**src/rtl/lis_stream_bist.sv**
```systemverilog
// lis_stream_bist
//   Built-in self-test engine for the linear insertion sorter stream ports.
//   Each run sends FRAMES frames of LIS_SIZE pseudo-random elements (16-bit
//   Galois LFSR, taps 16'hB400, shift right) into the sorter. After each frame
//   it reads LIS_SIZE sorted elements back and checks their order and that
//   their sum matches the sum of the frame that was sent. The first error
//   (order, sum or idle timeout) ends the run.
//
// Ports
//   clock, reset         rising-edge clock, asynchronous active-high reset
//   start                one-cycle run request, honoured only in IDLE/DONE
//   mode_desc            0 = ascending expected, 1 = descending (latched on start)
//   seed[15:0]           LFSR seed, latched on start (0 maps to 16'hACE1)
//   in_valid/in_ready    input stream to the sorter, with in_data and in_last
//   out_valid/out_ready  output stream from the sorter, with out_data
//   busy, done, pass     run status; pass is meaningful while done=1
//   err_code[2:0]        0 none, 1 order, 2 sum, 3 timeout
//   out_count[15:0]      accepted output elements in the current/last run
//   dbg_state[1:0]       FSM state: 0 IDLE, 1 SEND, 2 RECV, 3 DONE
//
// Handshake: a transfer happens on a rising clock edge where valid and ready
// are both 1. in_valid is 1 for the whole of SEND and in_data/in_last only
// change after a transfer, so they stay stable while in_ready is low.
// out_ready is 1 for the whole of RECV.
module lis_stream_bist #(
  parameter int DATA_W   = 8,
  parameter int LIS_SIZE = 8,
  parameter int FRAMES   = 4,
  parameter int TIMEOUT  = 30000,
  parameter int SUM_W    = DATA_W + $clog2(LIS_SIZE) + 1
) (
  input  logic              clock,
  input  logic              reset,
  input  logic              start,
  input  logic              mode_desc,
  input  logic [15:0]       seed,
  input  logic              in_ready,
  output logic              in_valid,
  output logic [DATA_W-1:0] in_data,
  output logic              in_last,
  output logic              out_ready,
  input  logic              out_valid,
  input  logic [DATA_W-1:0] out_data,
  output logic              busy,
  output logic              done,
  output logic              pass,
  output logic [2:0]        err_code,
  output logic [15:0]       out_count,
  output logic [1:0]        dbg_state
);

  localparam int IDX_W  = $clog2(LIS_SIZE);
  localparam int FR_W   = (FRAMES > 1) ? $clog2(FRAMES) : 1;
  localparam int IDLE_W = $clog2(TIMEOUT + 1);

  localparam logic [IDX_W-1:0]  LAST_IDX = IDX_W'(LIS_SIZE - 1);
  localparam logic [FR_W-1:0]   LAST_FR  = FR_W'(FRAMES - 1);
  localparam logic [IDLE_W-1:0] TO_V     = IDLE_W'(TIMEOUT);

  localparam logic [2:0] ERR_ORDER   = 3'd1;
  localparam logic [2:0] ERR_SUM     = 3'd2;
  localparam logic [2:0] ERR_TIMEOUT = 3'd3;

  typedef enum logic [1:0] {
    ST_IDLE = 2'd0,
    ST_SEND = 2'd1,
    ST_RECV = 2'd2,
    ST_DONE = 2'd3
  } state_t;

  state_t             state_q, state_d;
  logic [15:0]        lfsr_q, lfsr_d;
  logic               mode_q, mode_d;
  logic [IDX_W-1:0]   idx_q, idx_d;
  logic [FR_W-1:0]    frame_q, frame_d;
  logic [SUM_W-1:0]   in_sum_q, in_sum_d;
  logic [SUM_W-1:0]   out_sum_q, out_sum_d;
  logic [DATA_W-1:0]  prev_q, prev_d;
  logic [15:0]        out_count_q, out_count_d;
  logic [IDLE_W-1:0]  idle_q, idle_d;
  logic               done_q, done_d;
  logic               pass_q, pass_d;
  logic [2:0]         err_q, err_d;

  logic               in_hs, out_hs;
  logic [15:0]        lfsr_next;
  logic [SUM_W-1:0]   out_sum_next;
  logic [IDLE_W-1:0]  idle_next;
  logic               order_bad;

  // Stream outputs are pure functions of the state so reset clears them at once.
  assign in_valid  = (state_q == ST_SEND);
  assign out_ready = (state_q == ST_RECV);
  assign busy      = in_valid | out_ready;
  assign in_data   = in_valid ? lfsr_q[DATA_W-1:0] : '0;
  assign in_last   = in_valid && (idx_q == LAST_IDX);
  assign done      = done_q;
  assign pass      = pass_q;
  assign err_code  = err_q;
  assign out_count = out_count_q;
  assign dbg_state = state_q;

  assign in_hs        = in_valid & in_ready;
  assign out_hs       = out_ready & out_valid;
  assign lfsr_next    = {1'b0, lfsr_q[15:1]} ^ (lfsr_q[0] ? 16'hB400 : 16'h0000);
  assign out_sum_next = out_sum_q + SUM_W'(out_data);
  assign idle_next    = idle_q + IDLE_W'(1);
  // The first element of a frame has no predecessor to compare against.
  assign order_bad    = (idx_q != '0) &&
                        (mode_q ? (out_data > prev_q) : (out_data < prev_q));

  always_comb begin
    state_d     = state_q;
    lfsr_d      = lfsr_q;
    mode_d      = mode_q;
    idx_d       = idx_q;
    frame_d     = frame_q;
    in_sum_d    = in_sum_q;
    out_sum_d   = out_sum_q;
    prev_d      = prev_q;
    out_count_d = out_count_q;
    idle_d      = idle_q;
    done_d      = done_q;
    pass_d      = pass_q;
    err_d       = err_q;

    case (state_q)
      ST_IDLE, ST_DONE: begin
        if (start) begin
          lfsr_d      = (seed == 16'h0000) ? 16'hACE1 : seed;
          mode_d      = mode_desc;
          idx_d       = '0;
          frame_d     = '0;
          in_sum_d    = '0;
          out_sum_d   = '0;
          out_count_d = '0;
          idle_d      = '0;
          done_d      = 1'b0;
          pass_d      = 1'b0;
          err_d       = '0;
          state_d     = ST_SEND;
        end
      end

      ST_SEND: begin
        if (in_hs) begin
          idle_d   = '0;
          in_sum_d = in_sum_q + SUM_W'(lfsr_q[DATA_W-1:0]);
          lfsr_d   = lfsr_next;
          if (idx_q == LAST_IDX) begin
            idx_d   = '0;
            state_d = ST_RECV;
          end else begin
            idx_d = idx_q + IDX_W'(1);
          end
        end else if (idle_next == TO_V) begin
          err_d   = ERR_TIMEOUT;
          done_d  = 1'b1;
          state_d = ST_DONE;
        end else begin
          idle_d = idle_next;
        end
      end

      ST_RECV: begin
        if (out_hs) begin
          idle_d      = '0;
          out_count_d = out_count_q + 16'd1;
          out_sum_d   = out_sum_next;
          prev_d      = out_data;
          if (order_bad) begin
            err_d   = ERR_ORDER;
            done_d  = 1'b1;
            state_d = ST_DONE;
          end else if (idx_q == LAST_IDX) begin
            idx_d = '0;
            if (out_sum_next != in_sum_q) begin
              err_d   = ERR_SUM;
              done_d  = 1'b1;
              state_d = ST_DONE;
            end else begin
              in_sum_d  = '0;
              out_sum_d = '0;
              if (frame_q == LAST_FR) begin
                done_d  = 1'b1;
                pass_d  = 1'b1;
                state_d = ST_DONE;
              end else begin
                frame_d = frame_q + FR_W'(1);
                state_d = ST_SEND;
              end
            end
          end else begin
            idx_d = idx_q + IDX_W'(1);
          end
        end else if (idle_next == TO_V) begin
          err_d   = ERR_TIMEOUT;
          done_d  = 1'b1;
          state_d = ST_DONE;
        end else begin
          idle_d = idle_next;
        end
      end

      default: state_d = ST_IDLE;
    endcase
  end

  always_ff @(posedge clock or posedge reset) begin
    if (reset) begin
      state_q     <= ST_IDLE;
      lfsr_q      <= '0;
      mode_q      <= 1'b0;
      idx_q       <= '0;
      frame_q     <= '0;
      in_sum_q    <= '0;
      out_sum_q   <= '0;
      prev_q      <= '0;
      out_count_q <= '0;
      idle_q      <= '0;
      done_q      <= 1'b0;
      pass_q      <= 1'b0;
      err_q       <= '0;
    end else begin
      state_q     <= state_d;
      lfsr_q      <= lfsr_d;
      mode_q      <= mode_d;
      idx_q       <= idx_d;
      frame_q     <= frame_d;
      in_sum_q    <= in_sum_d;
      out_sum_q   <= out_sum_d;
      prev_q      <= prev_d;
      out_count_q <= out_count_d;
      idle_q      <= idle_d;
      done_q      <= done_d;
      pass_q      <= pass_d;
      err_q       <= err_d;
    end
  end

endmodule

```
**config.mk**
```make
export PLATFORM = sky130hd
export DESIGN_NAME = lis_stream_bist
export DESIGN_NICKNAME = d
export VERILOG_FILES = /design/src/rtl/lis_stream_bist.sv
export SDC_FILE = /design/constraint.sdc
export NUM_CORES = 1
export LEC_CHECK = 0
export ABC_CLOCK_PERIOD_IN_PS = 2800
export BUFFER_PORTS_ARGS = -buffer_cell sky130_fd_sc_hd__buf_2
export CAP_MARGIN = 20
export CORE_MARGIN = 2
export CORE_UTILIZATION = 54
export DETAILED_ROUTE_END_ITERATION = 6
export PLACE_DENSITY_LB_ADDON = 0.3
export SLEW_MARGIN = 20
export SYNTH_ARGS = -nofsm -noshare
export SYNTH_HDL_FRONTEND = slang
export SYNTH_SLANG_ARGS = --single-unit
```
**constraint.sdc**
```tcl
create_clock -name clock -period 2.8 [get_ports clock]
set_input_delay 0.28 -clock clock [delete_from_list [all_inputs] [get_ports clock]]
set_output_delay 0.28 -clock clock [all_outputs]
set_load 0.05 [all_outputs]
```
==> results of run 1 <==
## synthesized netlist by cell type, drive strengths merged (3+ instances only)
cell type	count	area, um2
nor4	10	77.6
dfrtp	92	2300
ha	32	400
xor2	22	193
o22ai	8	50.1
nand4	12	75.1
mux2	5	60.1
or2	3	18.8
nand2b	3	18.8
nand2	82	308
a21oi	44	224
or3	7	48.8
buf	5	32.5
nor2	38	143
o21ai	64	320
and4	3	26.3
and3	5	31.3
clkbuf	23	86.3
o31ai	4	30.0
and2	13	81.3
a31oi	8	50.1
xnor2	23	201
o41ai	7	61.3
nand3	17	95.1
inv	35	131
mux2i	12	120
nor3	10	50.1
a211oi	5	37.5
nor2b	7	43.8
o211ai	4	30.0
a22o	10	87.6
o2bb2ai	4	35.0
a21o	8	60.1
## through the flow
stage,util (%),setup WS [ns],total power [W],cell area [um2]
after floorplan,-,-0.125,0.00481,5930
after global placement,62.8,-0.189,0.00573,6750
after detailed placement,62.8,-0.282,0.00591,6750
after CTS,65.1,-0.175,0.00680,6990
after global routing,66.2,-0.346,0.00748,7120
final,66.2,-0.210,0.00695,7120
## final cells by class
type                       instances  area (um2)
inverter                          36         136
multi-input combinational        502        3530
fill                             899        3630
clock buffer                       9         124
sequential                        92        2300
timing repair buffer             124         795
tap                              140         175
clock inverter                     7        51.3
## critical path, stage by stage (launching register included)
cell	delay (ns)
dfrtp_1	0.43
ha_4	0.31
o211ai_1	0.13
o211ai_1	0.26
nand3_2	0.11
or3_4	0.42
a2111oi_4	0.40
buf_4	0.19
nand2_1	0.14
buf_4	0.20
o32a_1	0.17
o21ai_0	0.17
## flip-flops by register name, summed over array words and instances, names as in the netlist
name,count
idx_q,3
lfsr_q,16
in_sum_q,12
idle_q,15
out_sum_q,12
done,1
dbg_state,2
pass,1
prev_q,8
frame_q,2
mode_q,1
out_count,16
err_code,3
## power breakdown
group | leakage (nW) | internal, W | switching (W) | total (W)
Clock | 0.0856 | 0.000326 | 0.000516 | 0.000842
Combinational | 2.04 | 0.00165 | 0.00251 | 0.00416
Sequential | 1.23 | 0.00167 | 0.000280 | 0.00195
## worst max path at each step
stage	start	endpoint	depth (start not counted)
detailed placement	out_data[1]	in_sum_q[6]	11
global placement	out_data[0]	done	12
CTS	out_sum_q[0]	done	11
finish	out_sum_q[4]	in_sum_q[9]	11
global route	out_sum_q[0]	done	12
floorplan	out_sum_q[0]	in_sum_q[2]	11
## metal layers
metal	GRT usage, %	vias to the layer above
met4	8.88	0
met1	32.2	2631
met3	3.01	22
li1	-	2579
met2	45.2	149
met5	0	-
## repair_timing
item	in CTS	in global routing
endpoints found under the setup margin	31	33
buffers inserted	3	0
pin swaps	6	6
hold buffers	0	0
gates resized for setup	7	20
## cell families after synthesis
logic type / Yosys count / share of synthesized area (%)
flops: 92 / 39.1
fa+ha+maj: 34 / 7.48
buf+inv: 64 / 4.31
simple gates: 218 / 18.5
xor+xnor: 46 / 7.07
mux: 17 / 3.06
compound gates: 187 / 20.6
==> summary.txt, run 1 <==
Placement
  • # port buffers: 64
  • # placed instances: 891
  • Gpl congestion: around 0.9
  • Hpwl dp: 10.7 mm

STA
  • RSZ-0062 raised after global routing: yes
  • Final worst-path setup slack: -0.210 ns
  • Setup TNS: -3.64 ns
  • Slew margin rel.: between 50% and 60%
  • Hold Vio Cnt, Final: 29
  • Finish-stage setup viols: 31
  • Tmin final: roughly 3.0 ns
  • Final Skew: just under 0.02 ns
  • Pins Over Slew Limit: 0
  • Crit share post-route: 108%
  • Tightest Pin Transition: 0.712 ns
  • Worst hold slack: -0.0294 ns
  • Peak Freq: 0.332 GHz

Status
  • Status: finished, violations left
  • Failing checks: hold timing, setup timing

Floorplan
  • Die Y: 108 um
  • I/O pins: 65
  • Initial cell density of the core: 54.8%
  • Die Footprint: 11,800 um2
  • Num rows: 38
  • Core Region: between 10,000 and 15,000 um2
  • Die width: about 110 um

Pwr
  • Pwr dens: 976 nW/um2
  • P_leak: 3.35 nW
  • Worst-case vdd ir drop: approximately 0.51 mV

Job
  • Max_cap viols: 0

Finish
  • Most frequent cells in the layout: dfrtp_1 (91), nand2_1 (82), buf_2 (64), o21ai_0 (60), buf_4 (56)
  • Commonest non-fill, non-tap cell in the layout: dfrtp_1
  • Non-Filler Instances: a little over 900
  • Area Overhead vs Synth: 20.8%
  • Layout cell share with drive strength beyond 1: ~24%
  • N_diodes: 0
  • Nets: 829

Drt
  • Antenna-violating nets left: 0
  • Top layer in use: met4
  • Routed WL: roughly 15 mm
  • Vias: 5,381
  • WL/cell: 16.1 um
  • Starting DRT DRC Count: 375
  • Router iterations before antenna repair: 5
  • Vias per inst: 5.91
  • Wl on met1: 6.39 mm
  • Met3 routed wirelength: just over 600 um
  • DR WL met2: 7.45 mm
  • Drt drc: 0

Setup path
  • Crit path capture type: flop
  • WP data required: a little over 3 ns
  • Worst setup SP type: flop
  • Crit path kind: reg -> reg
  • Crit Reg-Reg Startpoint: out_sum_q[4]
  • Slack of the worst reg-to-reg path: -0.21 ns
  • Critical path arrival: 3.31 ns
  • FF-to-FF path depth: 11
  • Worst-path fanout max: 6
  • RR Endpoint: in_sum_q[9]

Global routing
  • Initial antenna violation count: 0
  • First-pass GRT wire length: 24.1 mm
  • GRT Overall Usage: between 20% and 30%
  • Vias in the first global route: 5,226
  • Largest net degree at the start of global routing: 54
  • Gr ovfl total: 0

CTS
  • Clock Sinks: 92
  • H-tree levels: 3
  • CTS clk-pin slew, worst paths: 0.11 ns
  • CTS Buf Count: 9
  • Clock Path Buffers: 2
  • Clock Latency Late Sink: 0.38 ns
  • CTS tree: yes
  • Root buffer cell: clkbuf_8

Synthesis
  • Synthesized Nets: 722
  • Syn Area/Cell: just under 9 um2
  • Flops & latches, synth: 92
  • Ys async rst share: 100%
  • Post-Syn Instances: around 660
  • Top_reg_cell synth: dfrtp_1
  • Yosys warning total: 0
  • Post-synth EDFFs: 0
  • Mapped cell area: 5890 um2
  • Yosys cell types: slightly below 70
  • Sequential share of the synthesized area: 39.1%

Hold path
  • Hold Path Class: in -> async
Note: power is estimated with default switching activity, not from simulation.
==> run 2, diff against run 1 <==
Settings changed: GPL_TIMING_DRIVEN from default to 0.
==> summary.txt, run 2 (same netlist as run 1, synthesis figures left out) <==
Setup path
  • Sequence of cells on the critical path: ha_4 -> fa_2 -> xor2_1 -> xor2_1 -> nor3_1 -> nand4_1 -> nor4_4 -> buf_4 -> nand3_4 -> a21oi_4 -> buf_4 -> mux2_2
  • Crit path capture type: flop
  • Slowest CP cell: dfrtp_1
  • Worst-path fanout max: 4
  • Worst setup SP type: flop
  • WP data required: between 3 and 4 ns
  • Max stage delay on crit path: 0.42 ns
  • Crit Reg-Reg Startpoint: out_sum_q[0]
  • Critical path arrival: 3.31 ns
  • CP bufs+invs: 2
  • Crit path launch: out_sum_q[0]
  • Top delay family on crit path: simple AND/OR/NAND/NOR gates
  • Crit path kind: reg -> reg

Floorplan
  • Die Y: 108 um
  • Die Footprint: 11,800 um2
  • Die width: about 110 um
  • Initial cell density of the core: 54.8%
  • Core Region: 10,700 um2
  • Num rows: 38
  • I/O pins: 65

STA
  • Final worst-path setup slack: -0.236 ns
  • Peak Freq: 0.329 GHz
  • Slew margin rel.: 60.2%
  • Tightest Pin Transition: 0.597 ns
  • Pins Over Slew Limit: 0
  • Tmin final: 3.04 ns
  • Finish-stage setup viols: 30
  • Hold Vio Cnt, Final: 0
  • Worst hold slack: roughly 0.13 ns
  • Crit share post-route: 108%
  • Final Skew: 0.0101 ns
  • RSZ-0062 raised after global routing: yes

Hold path
  • Hold Path Origin: mode_desc
  • Hold Path Class: in -> reg

Finish
  • Nets: 817
  • Most frequent cells in the layout: dfrtp_1 (91), nand2_1 (81), buf_2 (65), o21ai_0 (58), a21oi_1 (38)
  • Final core utilization: 66.5%
  • Area Overhead vs Synth: 21.4%
  • Fill cells: 828
  • N_diodes: 0
  • Layout cell share with drive strength beyond 1: 22.6%
  • Commonest non-fill, non-tap cell in the layout: dfrtp_1

Global routing
  • Largest net degree at the start of global routing: 58
  • Gr ovfl total: 0
  • Vias in the first global route: 5,176
  • First-pass GRT wire length: 24.0 mm
  • GRT Overall Usage: 25.7%
  • Initial antenna violation count: 0

Pwr
  • P_leak: 3.29 nW
  • Pwr dens: 995 nW/um2
  • Worst-case vdd ir drop: approximately 0.46 mV

Drt
  • Starting DRT DRC Count: 428
  • Drt drc: 0
  • Vias per inst: about 6.0
  • Vias: 5,379
  • WL/cell: 16.4 um
  • Router iterations before antenna repair: 6
  • Antenna-violating nets left: 0
  • Routed WL: 14.7 mm

CTS
  • Root buffer cell: clkbuf_8
  • Clock Sinks: 92
  • CTS tree: yes
  • H-tree levels: 3
  • CTS clk-pin slew, worst paths: 0.10 ns
  • Clock Latency Late Sink: 0.38 ns
  • Clock Path Buffers: 2
  • CTS Buf Count: 9

Status
  • Status: finished, violations left
  • Failing checks: setup timing

Job
  • Max_cap viols: 0

Placement
  • # port buffers: between 60 and 70
  • Gpl congestion: 0.897
  • Hpwl dp: 10.4 mm
==> run 2: what timing repair did <==
| item | 4_1_cts | 5_1_grt |
|---|---|---|
| pin swaps | 19 | 8 |
| hold buffers | 1 | 0 |
| buffers inserted | 14 | 6 |
| resized for setup | 43 | 27 |
| endpoints found under the hold margin | 35 | 0 |
| endpoints found under the setup margin | 48 | 72 |
==> run 2: stage by stage <==
| step | setup slack [ns] | area [um2] | total power (W) | std cells | setup TNS, ns |
|---|---|---|---|---|---|
| global placement | -1.27 | 6430 | 0.00555 | 862 | -101.29 |
| floorplan | -0.125 | 5930 | 0.00481 | 658 | -0.308 |
| global route | -0.350 | 7150 | 0.00763 | 898 | -8.28 |
| CTS | -0.266 | 7000 | 0.00691 | 893 | -4.03 |
| finish | -0.236 | 7150 | 0.00712 | 898 | -3.90 |
| detailed placement | -0.572 | 6460 | 0.00570 | 863 | -13.03 |
==> run 2: per-layer routing <==
| layer | part of all wire, % | up-vias | routed length (um) | global-route usage [%] |
|---|---|---|---|---|
| met1 | 42 | 2586 | 6260 | 32.8 |
| li1 | - | 2550 | - | - |
| met4 | 2.7 | 0 | 402 | 11.5 |
| met2 | 50 | 202 | 7330 | 42.8 |
| met3 | 5.1 | 41 | 755 | 4.34 |
| met5 | 0 | - | 0 | 0 |
==> run 2: final timing paths <==
check / end / depth (start not counted) / slack, ns
worst max-delay path: in_sum_q[4] / 12 / -0.24
worst min-delay path: mode_q / 2 / 0.13
worst max register to register: in_sum_q[4] / 12 / -0.24
worst min register to register: lfsr_q[8] / 2 / 0.50
max in group asynchronous: lfsr_q[3] / 4 / 1.76
min in group asynchronous: pass / 3 / 0.43
==> run 2: area by class of cell <==
class	instances	area, um2	area share, %
Multi-Input combinational cell	502	3660	51.2
Sequential cell	92	2300	32.2
Timing Repair Buffer	86	527	7.37
Tap cell	140	175	2.45
Inverter	36	140	1.96
Clock buffer	10	138	1.92
Buffer	26	136	1.91
Clock inverter	6	72.6	1.01
==> run 2: power breakdown <==
part	leakage [nW]	internal, W	total (W)	switching, W
registers	1.23	0.00167	0.00194	0.000273
logic	1.97	0.00159	0.00422	0.00262
clock network	0.103	0.000445	0.000954	0.000509
total	3.29	0.00371	0.00712	0.00341
==> run 3, diff against run 2 <==
Settings changed: ABC_CLOCK_PERIOD_IN_PS 2800 to 3930, BUFFER_PORTS_ARGS -buffer_cell sky130_fd_sc_hd__buf_2 to -buffer_cell sky130_fd_sc_hd__buf_4, CORE_UTILIZATION 54 to 60.
Clock period 2.8 ns to 3.93 ns, I/O delays scaled along.
==> summary.txt, run 3 (same netlist as run 1, synthesis figures left out) <==
Status
  • Status: finished, violations left
  • Failing checks: DRC

Drt
  • WL/cell: between 15 and 20 um
  • Met3 routed wirelength: around 840 um
  • Wl on met1: roughly 6 mm
  • Vias: 5,351
  • Antenna-violating nets left: 0
  • DR WL met2: between 6 and 7 mm
  • Routed WL: 14.3 mm
  • Vias per inst: approximately 6.1
  • Router iterations before antenna repair: 7
  • Starting DRT DRC Count: approximately 400
  • Drt drc: 4
  • Top layer in use: met4

Setup path
  • Top delay family on crit path: compound AO/OA/AOI/OAI gates
  • Slack of the worst reg-to-reg path: 0.46 ns
  • Sequence of cells on the critical path: ha_1 -> fa_1 -> a211oi_1 -> o31a_1 -> a21oi_1 -> xnor2_1 -> nor4_4 -> nand3_2 -> a21oi_2 -> buf_6 -> mux2_1
  • Worst-path fanout max: 10
  • Max stage delay on crit path: 0.43 ns
  • Crit path kind: reg -> reg
  • Critical path arrival: roughly 3.7 ns
  • Crit path capture type: flop
  • WP data required: 4.19 ns
  • Slowest CP cell: nor4_4
  • Worst setup SP type: flop
  • CP bufs+invs: 1

CTS
  • CTS clk-pin slew, worst paths: 0.09 ns
  • CTS-repair resized insts: 0
  • Clock Path Buffers: 2
  • Clock Latency Late Sink: about 0.37 ns
  • CTS Buf Count: 9
  • H-tree levels: 3
  • Clock Sinks: between 90 and 100
  • Root buffer cell: clkbuf_8
  • CTS tree: yes

STA
  • Setup TNS: 0 ns
  • RSZ-0062 raised after global routing: no
  • Final worst-path setup slack: 0.461 ns
  • Tmin final: 3.47 ns
  • Peak Freq: 0.288 GHz
  • Final Skew: 0.00803 ns
  • Pins Over Slew Limit: 0
  • Slew margin rel.: 49.1%
  • Hold Vio Cnt, Final: 0
  • Finish-stage setup viols: 0
  • Crit share post-route: 88.3%
  • Tightest Pin Transition: 0.757 ns

Pwr
  • Internal power: 0.00268 W
  • Switch share: between 40% and 50%
  • Sequential share of power: 27.6%
  • P_leak: approximately 3.1 nW
  • Comb power frac: 55.2%
  • Clk network pwr share: 17.2%
  • Pwr dens: just over 700 nW/um2
  • Worst-case vdd ir drop: 0.503 mV
  • Sw Pwr: 0.00228 W

Global routing
  • Gr ovfl total: 0
  • Initial antenna violation count: 0
  • First-pass GRT wire length: 23.3 mm
  • GRT Overall Usage: 27.8%
  • Largest net degree at the start of global routing: 65
  • Vias in the first global route: 5,091

Job
  • Max_cap viols: 0

Finish
  • Nets: 799
  • Non-Filler Instances: 873
  • N_diodes: 0
  • Final Cell Area: roughly 7000 um2
  • Commonest non-fill, non-tap cell in the layout: dfrtp_1
  • Layout cell share with drive strength beyond 1: between 10 and 15%
  • Most frequent cells in the layout: dfrtp_1 (92), nand2_1 (82), buf_4 (65), o21ai_0 (62), a21oi_1 (43)
  • Area Overhead vs Synth: 16.4%

Floorplan
  • Die Y: between 100 and 150 um
  • Core Region: 9640 um2
  • Die Footprint: 10,600 um2
  • Die width: 103 um
  • Num rows: 36
  • I/O pins: 65
  • Initial cell density of the core: between 60% and 70%

Placement
  • Dpl cell area: ~6600 um2
  • Gpl congestion: ~0.92
  • Pre-CTS setup slack: between 0.3 and 0.4 ns
  • # placed instances: 856
  • # port buffers: 64
  • Hpwl dp: 10.5 mm

Hold path
  • Hold Path Class: in -> reg
-- run 3: cell types whose count changed in the layout (fill, tap and decap cells not counted), moves of 4 or more --
cell and change:
ha_4 -5, clkbuf_1 +6, a21oi_2 -4, ha_1 +7, buf_2 -63, a21oi_1 +5, o21ai_0 +4, buf_4 +48
-- run 3: layer usage --
| metal | vias to the layer above | GRT usage, % |
|---|---|---|
| li1 | 2517 | - |
| met1 | 2586 | 36.0 |
| met2 | 207 | 47.4 |
| met3 | 41 | 3.80 |
| met4 | 0 | 11.0 |
| met5 | - | 0 |
-- run 3: tightest hold or removal path, cell delays in order --
cell and delay, ns:
buf_4 0.10, nand2_1 0.04, o21ai_0 0.07
-- run 3: per-stage QoR --
step | hold slack [ns] | utilization [%] | total power [W]
finish | 0.262 | 71.2 | 0.00496
global route | 0.254 | 71.2 | 0.00532
CTS | 0.253 | 71.1 | 0.00493
detailed placement | 0.373 | 68.2 | 0.00406
global placement | 0.460 | 67.8 | 0.00395
floorplan | 0.450 | - | 0.00338
-- run 3: final timing paths --
| check | start | endpoint | cells after the start |
|---|---|---|---|
| max reg2reg | out_sum_q[0] | in_sum_q[2] | 11 |
| min reg2reg | idle_q[14] | idle_q[14] | 1 |
| max in group asynchronous | reset | dbg_state[0] | 4 |
| max | out_sum_q[0] | in_sum_q[2] | 11 |
| min | out_data[4] | prev_q[4] | 3 |
| min in group asynchronous | reset | out_count[15] | 3 |
-- run 3: area by class of cell --
| class | instances | area [um2] |
|---|---|---|
| timing repair buffer | 66 | 518 |
| fill | 783 | 2780 |
| inverter | 36 | 140 |
| multi-input combinational | 502 | 3340 |
| sequential | 92 | 2300 |
| clock buffer | 10 | 138 |
| clock inverter | 6 | 135 |
| tap | 133 | 166 |
| buffer | 28 | 119 |
-- run 3: power by group through the flow --
stage | sequential [W] | combinational, W | clock (W)
after floorplan | 0.00140 | 0.00198 | 0
after global placement | 0.00137 | 0.00258 | 0
after detailed placement | 0.00138 | 0.00268 | 0
after CTS | 0.00137 | 0.00270 | 0.000863
after global routing | 0.00140 | 0.00301 | 0.000906
final | 0.00137 | 0.00274 | 0.000851
-- run 3: repair_timing --
action,in CTS,in global routing
buffers inserted,0,0
hold endpoints to repair,28,0
hold buffers,1,0
